### config.mk
export PLATFORM = sky130hd
export DESIGN_NAME = addsub_arb_unit
export DESIGN_NICKNAME = d
export VERILOG_FILES = /design/src/rtl/addsub_arb_unit.sv
export SDC_FILE = /design/constraint.sdc
export NUM_CORES = 1
export LEC_CHECK = 0
export BUFFER_PORTS_ARGS = -buffer_cell sky130_fd_sc_hd__buf_2
export CAP_MARGIN = 20
export CORE_ASPECT_RATIO = 1.2
export CORE_MARGIN = 2
export CORE_UTILIZATION = 49
export DETAILED_ROUTE_END_ITERATION = 12
export HOLD_SLACK_MARGIN = 0.15
export MAX_ROUTING_LAYER = met4
export PLACE_DENSITY = 0.93
export SYNTH_ARGS = -nofsm -noshare
export SYNTH_HDL_FRONTEND = slang
export SYNTH_SLANG_ARGS = --single-unit
### constraint.sdc
create_clock -name i_clk -period 4.6 [get_ports i_clk]
set_clock_uncertainty 0.15 [all_clocks]
set_input_delay 0.23 -clock i_clk [delete_from_list [all_inputs] [get_ports i_clk]]
set_output_delay 0.23 -clock i_clk [all_outputs]
set_load 0.05 [all_outputs]
### src/rtl/addsub_arb_unit.sv
// ---------------------------------------------------------------------------
// addsub_arb_unit
//
// Round-robin arbitrated signed add/subtract unit. NUM_CH requesters each
// offer an operand pair and an op select; one channel is granted per cycle
// and its result is registered into a single output stage.
//
// Parameters
//   WIDTH   operand/result width in bits (2..64)
//   NUM_CH  number of requesting channels (2..8)
//   CH_W    channel index width, max(1, clog2(NUM_CH))
//
// Ports
//   i_clk    clock, all state updates on the rising edge
//   i_rst    synchronous active-high reset
//   i_valid  [NUM_CH]        per-channel request valid
//   o_ready  [NUM_CH]        per-channel request accepted this cycle (one-hot or 0)
//   i_mode   [NUM_CH]        per-channel op: 0 = a+b, 1 = a-b
//   i_a      [NUM_CH*WIDTH]  channel k operand a at [k*WIDTH +: WIDTH]
//   i_b      [NUM_CH*WIDTH]  channel k operand b, same packing
//   o_valid                  result valid
//   i_ready                  downstream accepts the result
//   o_ch     [CH_W]          channel that produced o_res
//   o_res    [WIDTH]         signed result
//   o_ovf                    signed overflow flag for o_res
//
// Handshake: a transfer happens on any cycle where valid and ready are both
// 1 on the same link (i_valid[k]/o_ready[k] upstream, o_valid/i_ready
// downstream). Valid never depends on ready; o_ready depends on i_valid,
// i_rst, o_valid and i_ready, so a drain and a new accept can share a cycle.
//
// Configuration
//   ADDSUB_ARB_UNIT_SAT_EN  defined: overflowing results saturate to the
//                           signed max/min. Undefined (default): results
//                           wrap modulo 2^WIDTH. o_ovf is the same in both.
// ---------------------------------------------------------------------------
module addsub_arb_unit #(
  parameter int WIDTH  = 32,
  parameter int NUM_CH = 2,
  localparam int CH_W  = (NUM_CH > 2) ? $clog2(NUM_CH) : 1
) (
  input  logic                    i_clk,
  input  logic                    i_rst,
  input  logic [NUM_CH-1:0]       i_valid,
  output logic [NUM_CH-1:0]       o_ready,
  input  logic [NUM_CH-1:0]       i_mode,
  input  logic [NUM_CH*WIDTH-1:0] i_a,
  input  logic [NUM_CH*WIDTH-1:0] i_b,
  output logic                    o_valid,
  input  logic                    i_ready,
  output logic [CH_W-1:0]         o_ch,
  output logic [WIDTH-1:0]        o_res,
  output logic                    o_ovf
);

  // Registered state
  logic             valid_q,  valid_d;
  logic [WIDTH-1:0] res_q,    res_d;
  logic [CH_W-1:0]  ch_q,     ch_d;
  logic             ovf_q,    ovf_d;
  logic [CH_W-1:0]  rr_ptr_q, rr_ptr_d;

  // Arbitration
  logic [NUM_CH-1:0] grant_oh;
  logic [CH_W-1:0]   grant_idx;
  logic              grant_found;
  logic              accept;
  logic              take;
  logic [CH_W:0]     cand;
  logic [CH_W:0]     next_ptr;

  // Datapath
  logic             sel_mode;
  logic [WIDTH-1:0] sel_a;
  logic [WIDTH-1:0] sel_b;
  logic [WIDTH-1:0] b_eff;
  logic [WIDTH-1:0] raw;
  logic             ovf;
  logic [WIDTH-1:0] res_final;

  // The output stage can take a new result when empty or draining this cycle.
  assign accept = !i_rst && (!valid_q || i_ready);

  // First requester at or after rr_ptr, searching upward modulo NUM_CH.
  // cand is one bit wider than the index so the wrap compare cannot overflow.
  always_comb begin
    grant_oh    = '0;
    grant_idx   = '0;
    grant_found = 1'b0;
    cand        = '0;
    for (int off = 0; off < NUM_CH; off++) begin
      cand = {1'b0, rr_ptr_q} + (CH_W+1)'(off);
      if (cand >= (CH_W+1)'(NUM_CH)) begin
        cand = cand - (CH_W+1)'(NUM_CH);
      end
      if (!grant_found && i_valid[cand[CH_W-1:0]]) begin
        grant_found                = 1'b1;
        grant_idx                  = cand[CH_W-1:0];
        grant_oh[cand[CH_W-1:0]]   = 1'b1;
      end
    end
  end

  assign o_ready = grant_oh & {NUM_CH{accept}};
  assign take    = grant_found && accept;

  // Operand mux: only the granted channel's slice is ever used.
  always_comb begin
    sel_mode = 1'b0;
    sel_a    = '0;
    sel_b    = '0;
    for (int k = 0; k < NUM_CH; k++) begin
      if (grant_idx == CH_W'(k)) begin
        sel_mode = i_mode[k];
        sel_a    = i_a[k*WIDTH +: WIDTH];
        sel_b    = i_b[k*WIDTH +: WIDTH];
      end
    end
  end

  // Subtract is a + ~b + 1, so a single overflow rule covers both ops:
  // equal signs on a and the effective b, with a result sign differing from a.
  always_comb begin
    b_eff = sel_mode ? ~sel_b : sel_b;
    raw   = sel_a + b_eff + {{(WIDTH-1){1'b0}}, sel_mode};
    ovf   = (sel_a[WIDTH-1] == b_eff[WIDTH-1]) && (raw[WIDTH-1] != sel_a[WIDTH-1]);
`ifdef ADDSUB_ARB_UNIT_SAT_EN
    // Overflow direction follows the sign of a: negative a -> min, else max.
    if (ovf) begin
      res_final = sel_a[WIDTH-1] ? {1'b1, {(WIDTH-1){1'b0}}}
                                 : {1'b0, {(WIDTH-1){1'b1}}};
    end else begin
      res_final = raw;
    end
`else
    res_final = raw;
`endif
  end

  // Next-state logic for the output stage and the round-robin pointer.
  always_comb begin
    valid_d  = valid_q;
    res_d    = res_q;
    ch_d     = ch_q;
    ovf_d    = ovf_q;
    rr_ptr_d = rr_ptr_q;
    next_ptr = {1'b0, grant_idx} + (CH_W+1)'(1);
    if (next_ptr >= (CH_W+1)'(NUM_CH)) begin
      next_ptr = '0;
    end
    if (take) begin
      valid_d  = 1'b1;
      res_d    = res_final;
      ch_d     = grant_idx;
      ovf_d    = ovf;
      rr_ptr_d = next_ptr[CH_W-1:0];
    end else if (valid_q && i_ready) begin
      valid_d  = 1'b0;
    end
  end

  always_ff @(posedge i_clk) begin
    if (i_rst) begin
      valid_q  <= 1'b0;
      res_q    <= '0;
      ch_q     <= '0;
      ovf_q    <= 1'b0;
      rr_ptr_q <= '0;
    end else begin
      valid_q  <= valid_d;
      res_q    <= res_d;
      ch_q     <= ch_d;
      ovf_q    <= ovf_d;
      rr_ptr_q <= rr_ptr_d;
    end
  end

  assign o_valid = valid_q;
  assign o_res   = res_q;
  assign o_ch    = ch_q;
  assign o_ovf   = ovf_q;

endmodule

[Word-level counts from Yosys, hierarchy flattened]
Index checks and enable logic that the tools add are counted.
Storage, ports and cells
  bits in registers: 36
  word-level logic and storage cells: 58
  input port bits: 135
  output and inout bits: 37
Operators by class
  order comparisons: 7
  reduce and logical (&&, ||, !) cells: 12
  add/sub/neg operators: 6
  multiplexer cells: 23
  bitwise operators: 3
  eq/ne operators: 2
Operators by type and width (count)
  2-to-1 mux 32 bit: 3
  adder 32 x 1 -> 32 bit: 1
  adder 32 bit: 1
  NOT 32 bit: 1
  2-to-1 mux 1 bit: 16
  logical AND 1 bit: 7
  adder 1 x 1 -> 2 bit (second input constant): 2
  >= comparator 2 bit (second input constant): 2
  < comparator 1 x 2 -> 1 bit (second input constant): 2
  2-to-1 mux 2 bit: 2
  logical NOT 1 bit: 3
  AND 2 bit: 1
  demux 1 bit (select 1 bit): 2
  >= comparator 1 bit (second input constant): 2
  >= comparator 1 x 2 -> 1 bit (second input constant): 1
  OR 2 bit: 1
  nonzero test 2 bit: 1
  subtractor 1 bit (second input constant): 2
  == test 1 bit: 1
  logical OR 1 bit: 1
  inequality test 1 bit: 1

[Longest topological paths before layout]
Gate-level depths: netlist (run 1).
  depth in word-level cells: 15
  gate-level depth with buffers: 16
  depth with buffers taken out: 13

[Worst setup path after synthesis (run 1)]
No wires, ideal clock.
  kind: flip-flop to flip-flop
  start point: register rr_ptr_q
  end point: register res_q[24] (netlist: o_res[24])
  required time: 4.324 ns
  cell stages (with the launch flop): 15
  path buffers: 2
  data arrival time: 3.800 ns
  slack: 0.524 ns
  path through: dfxtp_1 nand2b_1 nand2_1 buf_1 buf_1 mux2_2 fa_1 a21o_1 a221oi_2 o31ai_4 a2111oi_0 a211o_1 o21a_1 xor2_1 o21ai_1
Between the ends
  cells in the longest elaborated chain, start to end: 13
  elaborated cells between the ends (all ways): 25
RTL lines
  start: declaration: line 61  | logic [CH_W-1:0] rr_ptr_q, rr_ptr_d;
  start signal: assignment: line 174  | rr_ptr_q <= rr_ptr_d;
  >= comparator 1 x 2 -> 1 bit / subtractor 1 bit (equally long branches): line 93, 94
  2-to-1 mux 1 bit: line 93  | if (cand >= (CH_W+1)'(NUM_CH)) begin
  2-to-1 mux 1 bit (implied by the code) (2 in series): line 96  | if (!grant_found && i_valid[cand[CH_W-1:0]]) begin
  2-to-1 mux 1 bit: line 96
  logical NOT 1 bit: line 96
  logical AND 1 bit: line 96
  2-to-1 mux 1 bit: line 96
  2-to-1 mux 32 bit: line 113  | if (grant_idx == CH_W'(k)) begin
  NOT 32 bit: line 124  | b_eff = sel_mode ? ~sel_b : sel_b;
  2-to-1 mux 32 bit: line 124
  adder 32 bit: line 125  | raw = sel_a + b_eff + {{(WIDTH-1){1'b0}}, sel_mode};
  adder 32 x 1 -> 32 bit: line 125
  end signal: assignment: line 171  | res_q <= res_d;
  end: declaration: line 58  | logic [WIDTH-1:0] res_q, res_d;
Several ways; a longest one is shown, not always the timed one. The select of a mux whose other input is x is not followed.
A chain may end at the register's enable or synchronous reset.

[Worst setup path after layout (run 1)]
Same ends and word-level chain as after synthesis.

==> impl_table.tex, run 1 <==
\begin{tabular}{lr}
\hline
Metric & Value \\
\hline
\multicolumn{2}{l}{\textbf{Outcome}} \\
\quad Result of the run & finished, final reports clean \\
\multicolumn{2}{l}{\textbf{Floorplan}} \\
\quad Height of the die & 102 um \\
\quad Standard-cell rows & 35 \\
\quad Die outline area & 0.00870 mm\^{}2 \\
\quad Total core area & 0.00771 mm\^{}2 \\
\quad Die X-Extent & 85.5 um \\
\quad Initial core utilization & 50.7\% \\
\quad Count of pins on the block boundary & 172 \\
\multicolumn{2}{l}{\textbf{Placement}} \\
\quad Area after DPL & 0.00481 mm\^{}2 \\
\quad Final estimated routing congestion in global placement & 0.913 \\
\quad Half-perimeter wire length of the detailed placement result & 8600 um \\
\quad Count of input and output buffers & 171 \\
\quad Number of instances in the placed design & 714 \\
\multicolumn{2}{l}{\textbf{STA}} \\
\quad Setup tns final & 0 ns \\
\quad Final critical-path required period & 4.08 ns \\
\quad RSZ-0062 raised after global routing & false \\
\quad Hold violation total from the final report & 0 \\
\quad Final-report max-slew violation count & 0 \\
\quad Slew HR & 44.2\% \\
\quad Final Setup Violations & 0 \\
\quad Portion of the clock cycle consumed by the worst path in the final layout & 88.7\% \\
\quad Timing-limited maximum frequency & 245 MHz \\
\quad Worst-margin pin slew & 0.837 ns \\
\quad Minimum hold slack & 0.174 ns \\
\multicolumn{2}{l}{\textbf{GRT}} \\
\quad Maximum number of pins on one net before global-route repair & 57 \\
\quad GR Overflow Total & 0 \\
\quad Number of antenna violations at the first check in global routing & 0 \\
\quad Global-route wire length before repair & 17100 um \\
\quad GRT Total Usage & 24.4\% \\
\quad Vias in the first global route & 3990 \\
\multicolumn{2}{l}{\textbf{Clock tree}} \\
\quad Cts bufs inserted & 5 \\
\quad CTS root buffer & clkbuf\_8 \\
\quad Resized cells post-CTS & 0 \\
\quad Number of sinks on the clock net & 36 \\
\quad Cts hold-fix bufs & 2 \\
\quad CTS tree & done \\
\quad Worst skew pair latency & 0.28 ns \\
\quad Clock tree buffer depth & 2 \\
\quad Buffers inserted during post-CTS setup optimization & 0 \\
\quad Clock-pin transition on the worst setup and hold timing paths & 0.07 ns \\
\quad H-tree lvl count & 2 \\
\multicolumn{2}{l}{\textbf{Pwr}} \\
\quad Power spent charging and discharging nets & 0.905 mW \\
\quad Areal power density over the cells & 375 mW/mm\^{}2 \\
\quad Gate power share & 64.3\% \\
\quad Switching power as a share of total power & 49.1\% \\
\quad Clk pwr share & 12.9\% \\
\quad IR Drop Worst-Case VDD & 364 uV \\
\quad Internal power component & 0.938 mW \\
\quad Sequential Power Share & 22.8\% \\
\quad Leakage Power & 2.50 nW \\
\multicolumn{2}{l}{\textbf{Worst setup path}} \\
\quad Reg2Reg Capture Point & o\_res[24] \\
\quad Sort of element at the end of the critical path & register \\
\quad First element of the critical path & rr\_ptr\_q \\
\quad Worst Reg-to-Reg Cells & 13 \\
\quad Required time of the critical path & 4.61 ns \\
\quad Crit Path Class & register to register \\
\quad Critical path arrival & 4.09 ns \\
\quad Launching element type of the critical path & register \\
\quad Register-to-register setup slack & 0.52 ns \\
\quad End point of the critical path & o\_res[24] \\
\quad R2r startpoint & rr\_ptr\_q \\
\quad Largest fanout on the critical path & 31 \\
\multicolumn{2}{l}{\textbf{Yosys}} \\
\quad Number of synthesized flops with an enable pin & 0 \\
\quad Most area-hungry cell type in the Yosys netlist & dfxtp\_1 \\
\quad Post-synth cell types & 61 \\
\quad Sequential share of the synthesized area & 18.4\% \\
\quad Library cell with the highest instance count after synthesis & a21oi\_1 \\
\quad Count of state elements after synthesis & 36 \\
\quad Fraction of post-synthesis cell area in the top cell type by area & 18.4\% \\
\quad Synthesis warning total & 0 \\
\quad Cells taking the most area after synthesis & dfxtp\_1, xor2\_1, ha\_1, mux2i\_1, mux2\_2 \\
\quad Post-Synthesis Cells & 472 \\
\quad Synthesized area divided by synthesized cell count & 8.28 um\^{}2 \\
\quad Mapped Nets & 638 \\
\quad Leading post-synthesis cells by instance count & a21oi\_1, xor2\_1, nand2\_1 \\
\quad Async set-reset flop share out of synthesis & 0\% \\
\quad Netlist area before placement & 0.00391 mm\^{}2 \\
\quad Primary FF master, synth & dfxtp\_1 \\
\multicolumn{2}{l}{\textbf{Route}} \\
\quad Mean number of vias per cell & 5.65 \\
\quad First-pass detailed-route iteration total & 5 \\
\quad DRT iter0 DRCs & 190 \\
\quad Average wire length per cell after detail routing & 14.7 um \\
\quad Post-detailed-routing wire length & 10600 um \\
\quad DRT antenna net count & 0 \\
\quad Vias & 4088 \\
\quad Detailed-route DRC error count & 0 \\
\multicolumn{2}{l}{\textbf{Layout}} \\
\quad Number of filler cells placed in the layout & 649 \\
\quad Total Nets Final & 797 \\
\quad Post-route non-filler standard cell count & 724 \\
\quad Antenna diode count & 0 \\
\quad Layout overhead on the synthesized area & 25.9\% \\
\quad Share of layout cells above drive strength 1 & 36.7\% \\
\quad Post-layout instance area & 0.00492 mm\^{}2 \\
\multicolumn{2}{l}{\textbf{Run}} \\
\quad Max Cap Violations & 0 \\
\multicolumn{2}{l}{\textbf{Min path}} \\
\quad Worst min-delay path class & primary input to register \\
\hline
\end{tabular}
how the worst min path moves through the flow:
stage / slack, ns / end / cells after the start / start
finish: 0.17 / o_valid / 3 / i_valid[0]
global route: 0.19 / o_valid / 3 / i_valid[0]
CTS: 0.17 / o_valid / 3 / i_valid[0]
detailed placement: 0.30 / o_res[5] / 2 / o_res[5]
global placement: 0.29 / o_res[6] / 2 / o_res[6]
floorplan: 0.15 / o_res[0] / 1 / i_rst
power by group through the flow:
| stage | Sequential (mW) | Clock [mW] | Combinational, mW |
|---|---|---|---|
| finish | 0.420 | 0.238 | 1.19 |
| global route | 0.428 | 0.250 | 1.29 |
| CTS | 0.420 | 0.238 | 1.18 |
| detailed placement | 0.427 | 0 | 1.17 |
| global placement | 0.422 | 0 | 1.14 |
| floorplan | 0.667 | 0 | 0.671 |
worst max-delay path, stage by stage (launching register included):
cell       delay (ns)
dfxtp_1          0.33
nand2b_1         0.21
nand2_4          0.12
buf_4            0.37
mux2_2           0.42
fa_1             0.46
a21o_1           0.21
a221oi_2         0.44
o31ai_4          0.15
a2111oi_0        0.50
a211o_1          0.20
o21a_1           0.15
xor2_1           0.17
o21ai_1          0.07
area by class of cell:
type                            instances  area [um^2]  share of cell area (%)
Tap cell                               92          115                    2.34
Timing Repair Buffer                  178          913                    18.6
Sequential cell                        36          721                    14.6
Inverter                                7         26.3                   0.534
Clock buffer                            8         90.1                    1.83
Multi-Input combinational cell        403         3050                    62.1
metal layers:
metal	global-route usage, %	up-vias	routed length, um
met3	2.77	20	722
met5	-	-	0
met4	8.91	0	175
met1	25.7	1861	4000
li1	-	2031	-
met2	46.5	176	5740
cell families after synthesis:
group	Yosys count	synth area share [%]
AOI/OAI and AO/OA	128	21.3
xor gates and xnor gates	59	13.2
adders and majority gates	31	10.1
buffers and inverters	33	4.16
DFF	36	18.4
muxes	65	17.6
and+or+nand+nor	120	15.2
stage by stage:
stage / worst slack [ns] / power [mW] / utilization, %
after floorplan: 0.524 / 1.34 / -
after global placement: 0.770 / 1.56 / 62.4
after detailed placement: 0.602 / 1.60 / 62.4
after CTS: 0.561 / 1.84 / 63.8
after global routing: 0.340 / 1.97 / 63.8
final: 0.518 / 1.84 / 63.8
placed cells by master (no fill, tap or decap), types with 5 or more instances in the layout:
master,n
mux2_2,30
buf_4,5
inv_1,7
a21o_1,12
nand3_1,26
xnor2_1,15
nand2_1,42
ha_1,30
a21oi_1,45
o211ai_1,5
xor2_1,44
o21ai_0,24
buf_2,171
clkbuf_8,6
nor2_1,19
mux2i_1,34
dfxtp_1,36
nor3_1,6
a31oi_1,6
state kept, by name, summed over array words and instances, names as in the netlist:
name and count:
rr_ptr_q 1, o_res 32, o_ovf 1, o_valid 1, o_ch 1
No activity file was read; power rests on OpenSTA's default activity.
==> inputs of run 2 (changes only) <==
--- a/config.mk
+++ b/config.mk
@@ -9,11 +9,12 @@
 export CAP_MARGIN = 20
 export CORE_ASPECT_RATIO = 1.2
 export CORE_MARGIN = 2
-export CORE_UTILIZATION = 49
+export CORE_UTILIZATION = 50
+export CTS_BUF_LIST = sky130_fd_sc_hd__clkbuf_2
 export DETAILED_ROUTE_END_ITERATION = 12
 export HOLD_SLACK_MARGIN = 0.15
 export MAX_ROUTING_LAYER = met4
-export PLACE_DENSITY = 0.93
+export PLACE_DENSITY = 0.95
 export SYNTH_ARGS = -nofsm -noshare
 export SYNTH_HDL_FRONTEND = slang
 export SYNTH_SLANG_ARGS = --single-unit
==> run 2 against run 1 <==
Largest cell class unchanged. Maximum frequency down 2.9%. Critical endpoint unchanged. Critical path depth rose by 2. Routed wire length grew 4.8%. Power decreased by 3.4%. Clock power fell by 33%. Sequential power is essentially flat.
==> impl_table.tex, run 2 (synthesis gave the netlist of run 1 again) <==
\begin{tabular}{lr}
\hline
Metric & Value \\
\hline
\multicolumn{2}{l}{\textbf{Outcome}} \\
\quad Result of the run & finished, final reports clean \\
\multicolumn{2}{l}{\textbf{Placement}} \\
\quad Worst setup timing slack at the placement stage & 0.603 ns (+0.000766 ns) \\
\quad Count of input and output buffers & 171 (unchanged) \\
\quad Area after DPL & 0.00481 mm\^{}2 (unchanged) \\
\quad Final estimated routing congestion in global placement & 0.899 (-1.6\%) \\
\quad Half-perimeter wire length of the detailed placement result & 8860 um (+3.0\%) \\
\quad Number of instances in the placed design & 714 (unchanged) \\
\multicolumn{2}{l}{\textbf{Floorplan}} \\
\quad Die outline area & 0.00854 mm\^{}2 (-1.9\%) \\
\quad Height of the die & 101 um (-0.96\%) \\
\quad Standard-cell rows & 35 (unchanged) \\
\quad Total core area & 0.00762 mm\^{}2 (-1.1\%) \\
\quad Initial core utilization & 51.3\% (+0.58 points) \\
\quad Count of pins on the block boundary & 172 (unchanged) \\
\quad Die X-Extent & 84.7 um (-0.96\%) \\
\multicolumn{2}{l}{\textbf{Worst setup path}} \\
\quad Worst Reg-to-Reg Cells & 13 (unchanged) \\
\quad Reg2Reg Capture Point & o\_res[24] \\
\quad Sort of element at the end of the critical path & register \\
\quad Register-to-register setup slack & 0.49 ns (-0.03 ns) \\
\quad CP cell instances & dlygate4sd3\_1, buf\_2, nand2b\_1, nand2\_4, buf\_4, mux2\_2, fa\_1, a21o\_1, a221oi\_2, o31ai\_4, a2111oi\_0, a211o\_1, o21a\_1, xor2\_1, o21ai\_1 \\
\quad Launching element type of the critical path & primary input \\
\quad Maximum single-stage delay on the critical path & 0.54 ns (+0.04 ns) \\
\quad First element of the critical path & i\_valid[0] \\
\quad Crit path buffers/inverters & 3 (+2) \\
\quad Largest fanout on the critical path & 31 (unchanged) \\
\quad Crit Path Class & primary input to register \\
\quad Required time of the critical path & 4.76 ns (+0.15 ns) \\
\quad Critical path arrival & 4.36 ns (+0.27 ns) \\
\quad Cell with the largest stage delay on the worst path & dlygate4sd3\_1 \\
\quad R2r startpoint & rr\_ptr\_q \\
\quad Top delay family on crit path & compound AO/OA/AOI/OAI gates \\
\multicolumn{2}{l}{\textbf{STA}} \\
\quad Hold violation total from the final report & 0 (unchanged) \\
\quad Final critical-path required period & 4.21 ns (+0.123 ns) \\
\quad Portion of the clock cycle consumed by the worst path in the final layout & 91.4\% (+2.7 points) \\
\quad RSZ-0062 raised after global routing & false \\
\quad Final Setup Violations & 0 (unchanged) \\
\quad Timing-limited maximum frequency & 238 MHz (-2.9\%) \\
\quad Final-report max-slew violation count & 0 (unchanged) \\
\quad Minimum setup slack in the final design & 0.395 ns (-0.123 ns) \\
\quad Slew HR & 44.8\% (+0.65 points) \\
\quad Setup tns final & 0 ns (unchanged) \\
\quad Minimum hold slack & 0.207 ns (+0.0325 ns) \\
\quad Worst-margin pin slew & 0.827 ns (-0.00971 ns) \\
\multicolumn{2}{l}{\textbf{Layout}} \\
\quad Share of layout cells above drive strength 1 & 36.6\% (-0.089 points) \\
\quad Flip-flop count of the largest register after layout & 32 (unchanged) \\
\quad End-of-flow core utilization & 64.9\% (+1.0 points) \\
\quad Register area & 721 um\^{}2 (unchanged) \\
\quad Antenna diode count & 0 (unchanged) \\
\quad Number of filler cells placed in the layout & 621 (-4.3\%) \\
\quad Total area of multi-input combinational cells & 0.00305 mm\^{}2 (unchanged) \\
\quad Most frequent standard cell in the layout excluding fill and tap cells & buf\_2 \\
\quad Post-route non-filler standard cell count & 731 (+0.97\%) \\
\quad Layout overhead on the synthesized area & 26.6\% \\
\quad Post-layout instance area & 0.00494 mm\^{}2 (+0.48\%) \\
\quad Total Nets Final & 804 (+0.88\%) \\
\quad Commonest cells after routing, fill and taps aside & buf\_2, a21oi\_1, xor2\_1 \\
\multicolumn{2}{l}{\textbf{Route}} \\
\quad Detailed-route DRC error count & 0 (unchanged) \\
\quad Average wire length per cell after detail routing & 15.3 um (+3.8\%) \\
\quad First-pass detailed-route iteration total & 6 (+1) \\
\quad Vias & 4248 (+3.9\%) \\
\quad Post-detailed-routing wire length & 11200 um (+4.8\%) \\
\quad Mean number of vias per cell & 5.81 (+2.9\%) \\
\quad DRT iter0 DRCs & 247 (+30\%) \\
\quad DRT antenna net count & 0 (unchanged) \\
\multicolumn{2}{l}{\textbf{GRT}} \\
\quad GR Overflow Total & 0 (unchanged) \\
\quad Vias in the first global route & 4262 (+6.8\%) \\
\quad Global-route wire length before repair & 18400 um (+7.9\%) \\
\quad Number of antenna violations at the first check in global routing & 0 (unchanged) \\
\quad GRT Total Usage & 26.5\% (+2.1 points) \\
\quad Maximum number of pins on one net before global-route repair & 35 (-39\%) \\
\multicolumn{2}{l}{\textbf{Clock tree}} \\
\quad H-tree lvl count & 2 (unchanged) \\
\quad Clock-pin transition on the worst setup and hold timing paths & 0.22 ns (+0.15 ns) \\
\quad Number of sinks on the clock net & 36 (unchanged) \\
\quad Cts bufs inserted & 5 (unchanged) \\
\quad Buffers inserted during post-CTS setup optimization & 0 (unchanged) \\
\quad CTS tree & done \\
\quad CTS root buffer & clkbuf\_2 \\
\quad Resized cells post-CTS & 0 (unchanged) \\
\quad Clock tree buffer depth & 2 (unchanged) \\
\quad Worst skew pair latency & 0.39 ns (+0.11 ns) \\
\multicolumn{2}{l}{\textbf{Min path}} \\
\quad Hold Path Origin & i\_a[31] \\
\quad Hold path cells & 5 (+2) \\
\quad Worst min-delay path class & primary input to register \\
\quad Hold EP & o\_res[31] \\
\multicolumn{2}{l}{\textbf{Run}} \\
\quad Max Cap Violations & 0 (unchanged) \\
\multicolumn{2}{l}{\textbf{Pwr}} \\
\quad Leakage Power & 2.52 nW (+0.61\%) \\
\quad IR Drop Worst-Case VDD & 396 uV (+8.7\%) \\
\quad Areal power density over the cells & 360 mW/mm\^{}2 (-3.9\%) \\
\quad Total power draw & 1.78 mW (-3.4\%) \\
\hline
\end{tabular}
[run 2: changes by cell type in the layout (fill, tap and decap cells not counted)]
cell           before  now
dlygate4sd3_1       2    9
clkbuf_8            6    0
clkbuf_2            0    5
clkbuf_1            2    0
clkinv_2            0    2
clkinv_4            0    1
[run 2: area by class of cell]
cell class,instances,share of cell area [%]
Clock inverter,3,0.380
Clock buffer,5,0.506
Timing Repair Buffer,185,19.9
Tap cell,92,2.33
Sequential cell,36,14.6
Inverter,7,0.532
Multi-Input combinational cell,403,61.8
[run 2: worst max path at each step]
stage	cells past startpoint	end
2_1_floorplan	14	o_res[24]
3_3_place_gp	13	o_res[24]
3_5_place_dp	13	o_res[24]
4_1_cts	15	o_res[24]
5_1_grt	15	o_res[24]
6_report	15	o_res[24]
[run 2: power breakdown]
group | total, mW | internal (mW) | switching (mW)
Clock | 0.160 | 0.0369 | 0.123
Sequential | 0.418 | 0.383 | 0.0348
Combinational | 1.20 | 0.438 | 0.765
Total | 1.78 | 0.858 | 0.923
[run 2: layer usage]
metal	share of wire, %	wire length, um	vias to the layer above	GRT usage (%)
li1	-	-	2052	-
met1	36	4040	1933	27.8
met2	53	5940	221	49.3
met3	7.0	786	42	3.85
met4	3.4	382	0	10.9
met5	0	0	-	-
[run 2: repair_timing]
item / in CTS / in global routing
endpoints found under the setup margin: 0 / 0
hold endpoints to repair: 16 / 0
hold buffers: 9 / 0
[run 2: worst reg2reg max path: stages, from the launching register on]
cell,delay [ns]
dfxtp_1,0.38
nand2b_1,0.23
nand2_4,0.13
buf_4,0.38
mux2_2,0.43
fa_1,0.45
a21o_1,0.20
a221oi_2,0.44
o31ai_4,0.16
a2111oi_0,0.48
a211o_1,0.21
o21a_1,0.16
xor2_1,0.16
o21ai_1,0.07
==> inputs of run 3 (changes only) <==
--- a/config.mk
+++ b/config.mk
@@ -5,6 +5,7 @@
 export SDC_FILE = /design/constraint.sdc
 export NUM_CORES = 1
 export LEC_CHECK = 0
+export ABC_CLOCK_PERIOD_IN_PS = 4400
 export BUFFER_PORTS_ARGS = -buffer_cell sky130_fd_sc_hd__buf_2
 export CAP_MARGIN = 20
 export CORE_ASPECT_RATIO = 1.2
==> constraint.sdc (replaced) <==
create_clock -name i_clk -period 4.4 [get_ports i_clk]
set_clock_uncertainty 0.15 [all_clocks]
set_input_delay 0.22 -clock i_clk [delete_from_list [all_inputs] [get_ports i_clk]]
set_output_delay 0.22 -clock i_clk [all_outputs]
set_load 0.05 [all_outputs]
==> run 3 against run 2 <==
Routed wire length decreased by 2.4%. Critical path depth increased by 1. Largest cell class unchanged. Sequential share of layout area about the same. Global-route usage decreased by 0.39 points. Cell count decreased by 0.14%. Setup slack got worse by 0.13 ns. Flip-flop and latch count unchanged. Register-to-register slack got worse by 0.12 ns. Die area unchanged. Combinational power increased by 4%. Via count decreased by 2.0%. Core utilization about the same.
==> impl_table.tex, run 3 (synthesis gave the netlist of run 1 again) <==
\begin{tabular}{lr}
\hline
Metric & Value \\
\hline
\multicolumn{2}{l}{\textbf{Outcome}} \\
\quad Result of the run & finished, final reports clean \\
\multicolumn{2}{l}{\textbf{Floorplan}} \\
\quad Total core area & 0.00762 mm\^{}2 (unchanged) \\
\quad Die outline area & 0.00854 mm\^{}2 (unchanged) \\
\quad Standard-cell rows & 35 (unchanged) \\
\quad Height of the die & 101 um (unchanged) \\
\quad Die X-Extent & 84.7 um (unchanged) \\
\quad Initial core utilization & 51.3\% (unchanged) \\
\quad Count of pins on the block boundary & 172 (unchanged) \\
\multicolumn{2}{l}{\textbf{Pwr}} \\
\quad Power spent charging and discharging nets & 0.944 mW (+2.3\%) \\
\quad Internal power component & 0.897 mW (+4.6\%) \\
\quad Leakage Power & 2.52 nW (about the same) \\
\quad Gate power share & 67.9\% (+0.3 points) \\
\quad Areal power density over the cells & 372 mW/mm\^{}2 (+3.3\%) \\
\quad IR Drop Worst-Case VDD & 352 uV (-11\%) \\
\quad Clk pwr share & 8.2\% (-0.8 points) \\
\quad Sequential Power Share & 23.9\% (+0.4 points) \\
\quad Switching power as a share of total power & 51.3\% (-0.56 points) \\
\multicolumn{2}{l}{\textbf{Worst setup path}} \\
\quad Sort of element at the end of the critical path & register \\
\quad Critical path arrival & 4.27 ns (-0.09 ns) \\
\quad Launching element type of the critical path & primary input \\
\quad Required time of the critical path & 4.53 ns (-0.23 ns) \\
\quad Largest fanout on the critical path & 22 (-29\%) \\
\quad Crit Path Class & primary input to register \\
\multicolumn{2}{l}{\textbf{Min path}} \\
\quad Worst min-delay path class & primary input to register \\
\multicolumn{2}{l}{\textbf{STA}} \\
\quad Slew HR & 46.2\% (+1.4 points) \\
\quad Minimum setup slack in the final design & 0.265 ns (-0.130 ns) \\
\quad Timing-limited maximum frequency & 242 MHz \\
\quad Final-report max-slew violation count & 0 (unchanged) \\
\quad Setup tns final & 0 ns (unchanged) \\
\quad RSZ-0062 raised after global routing & false \\
\quad Portion of the clock cycle consumed by the worst path in the final layout & 94.0\% \\
\quad Final critical-path required period & 4.14 ns \\
\quad Final Setup Violations & 0 (unchanged) \\
\quad Worst-margin pin slew & 0.806 ns (-0.0206 ns) \\
\quad Hold violation total from the final report & 0 (unchanged) \\
\multicolumn{2}{l}{\textbf{GRT}} \\
\quad Maximum number of pins on one net before global-route repair & 36 (+2.9\%) \\
\quad Number of antenna violations at the first check in global routing & 0 (unchanged) \\
\quad Global-route wire length before repair & 18200 um (-1.4\%) \\
\quad Vias in the first global route & 4157 (-2.5\%) \\
\quad Met2 Use GR & 47.7\% (-1.6 points) \\
\quad GRT met1 Usage & 28.4\% (+0.53 points) \\
\quad Grt peak-use layer & met2 \\
\quad GR Overflow Total & 0 (unchanged) \\
\quad GRT Total Usage & 26.1\% (-0.39 points) \\
\quad Met3 routing resource usage after global routing & 3.60\% (-0.25 points) \\
\multicolumn{2}{l}{\textbf{Clock tree}} \\
\quad CTS tree & done \\
\quad CTS root buffer & clkbuf\_2 \\
\quad Clock tree buffer depth & 2 (unchanged) \\
\quad Number of sinks on the clock net & 36 (unchanged) \\
\quad Clock-pin transition on the worst setup and hold timing paths & 0.17 ns (-0.05 ns) \\
\quad Cts bufs inserted & 5 (unchanged) \\
\quad Buffers inserted during post-CTS setup optimization & 0 (unchanged) \\
\quad H-tree lvl count & 2 (unchanged) \\
\quad Worst skew pair latency & 0.39 ns (about the same) \\
\multicolumn{2}{l}{\textbf{Route}} \\
\quad Vias & 4162 (-2.0\%) \\
\quad DRT iter0 DRCs & 212 (-14\%) \\
\quad Post-detailed-routing wire length & 10900 um (-2.4\%) \\
\quad Detailed-route DRC error count & 0 (unchanged) \\
\quad First-pass detailed-route iteration total & 7 (+1) \\
\quad DRT antenna net count & 0 (unchanged) \\
\quad Average wire length per cell after detail routing & 14.9 um (-2.3\%) \\
\quad Mean number of vias per cell & 5.70 (-1.9\%) \\
\multicolumn{2}{l}{\textbf{Layout}} \\
\quad Total area of multi-input combinational cells & 0.00305 mm\^{}2 (unchanged) \\
\quad Most frequent standard cell in the layout excluding fill and tap cells & buf\_2 \\
\quad Flip-flop count of the largest register after layout & 32 (unchanged) \\
\quad Commonest cells after routing, fill and taps aside & buf\_2, a21oi\_1, xor2\_1 \\
\quad Layout overhead on the synthesized area & 26.6\% (about the same) \\
\quad Register area & 721 um\^{}2 (unchanged) \\
\quad Number of filler cells placed in the layout & 653 (+5.2\%) \\
\quad Total Nets Final & 804 (unchanged) \\
\quad Share of layout cells above drive strength 1 & 36.5\% (-0.099 points) \\
\quad Post-layout instance area & 0.00495 mm\^{}2 (about the same) \\
\quad Antenna diode count & 0 (unchanged) \\
\quad Post-route non-filler standard cell count & 730 (-0.14\%) \\
\multicolumn{2}{l}{\textbf{Placement}} \\
\quad Half-perimeter wire length of the detailed placement result & 8620 um (-2.7\%) \\
\quad Worst setup timing slack at the placement stage & 0.465 ns (-0.138 ns) \\
\quad Number of instances in the placed design & 714 (unchanged) \\
\quad Count of input and output buffers & 171 (unchanged) \\
\quad Final estimated routing congestion in global placement & 0.959 (+6.7\%) \\
\quad Area after DPL & 0.00482 mm\^{}2 (+0.26\%) \\
\multicolumn{2}{l}{\textbf{Run}} \\
\quad Max Cap Violations & 0 (unchanged) \\
\hline
\end{tabular}
[run 3: changes by cell type in the layout (fill, tap and decap cells not counted)]
| cell | change |
|---|---|
| buf_4 | -1 |
| clkinv_4 | -1 |
| clkbuf_2 | +1 |
| clkinv_2 | -1 |
| buf_12 | +1 |
[run 3: final cells by class]
type / count / area share (%)
well taps: 92 / 2.33
clock inverters: 1 / 0.101
repair buffers: 185 / 20.1
flip-flops and latches: 36 / 14.6
multi-input cells: 403 / 61.7
clock buffers: 6 / 0.607
inverters: 7 / 0.531
[run 3: critical path, cell delays in order]
cell,delay [ns]
dlygate4sd3_1,0.54
buf_2,0.16
nand2b_1,0.14
nand2_4,0.21
buf_4,0.33
mux2i_1,0.27
xor2_1,0.18
ha_1,0.30
a21o_1,0.20
a221oi_2,0.46
o31ai_4,0.16
a2111oi_0,0.52
a211o_1,0.20
o21a_1,0.15
xor2_1,0.15
o21ai_1,0.07
[run 3: final timing paths]
| path | startpoint | endpoint | slack [ns] | cells after the start |
|---|---|---|---|---|
| setup / recovery | i_valid[0] | o_res[24] | 0.26 | 16 |
| hold / removal | i_b[63] | o_ovf | 0.21 | 5 |
| setup reg to reg | rr_ptr_q | o_res[24] | 0.37 | 14 |
| hold reg to reg | o_res[12] | o_res[12] | 0.31 | 2 |
[run 3: stage by stage]
stage	utilization [%]	power (mW)	hold WS [ns]
6_report	64.9	1.84	0.211
2_1_floorplan	-	1.40	0.139
3_5_place_dp	63.3	1.67	0.293
5_1_grt	64.9	1.97	0.221
4_1_cts	64.9	1.83	0.193
3_3_place_gp	63.3	1.63	0.287
[run 3: metal layers]
metal,routed length [um],part of all wire [%]
met3,716,6.6
met4,387,3.6
met2,5670,52
met5,0,0
met1,4110,38
[run 3: power by group through the flow]
| stage | Sequential, mW | Combinational (mW) | Clock (mW) |
|---|---|---|---|
| finish | 0.441 | 1.25 | 0.150 |
| global route | 0.450 | 1.36 | 0.168 |
| CTS | 0.440 | 1.24 | 0.155 |
| detailed placement | 0.447 | 1.23 | 0 |
| global placement | 0.442 | 1.19 | 0 |
| floorplan | 0.698 | 0.701 | 0 |
[run 3: repair_timing]
item / 4_1_cts / 5_1_grt
gates resized for setup: 0 / 0
endpoints found under the hold margin: 14 / 0
hold buffers: 9 / 0
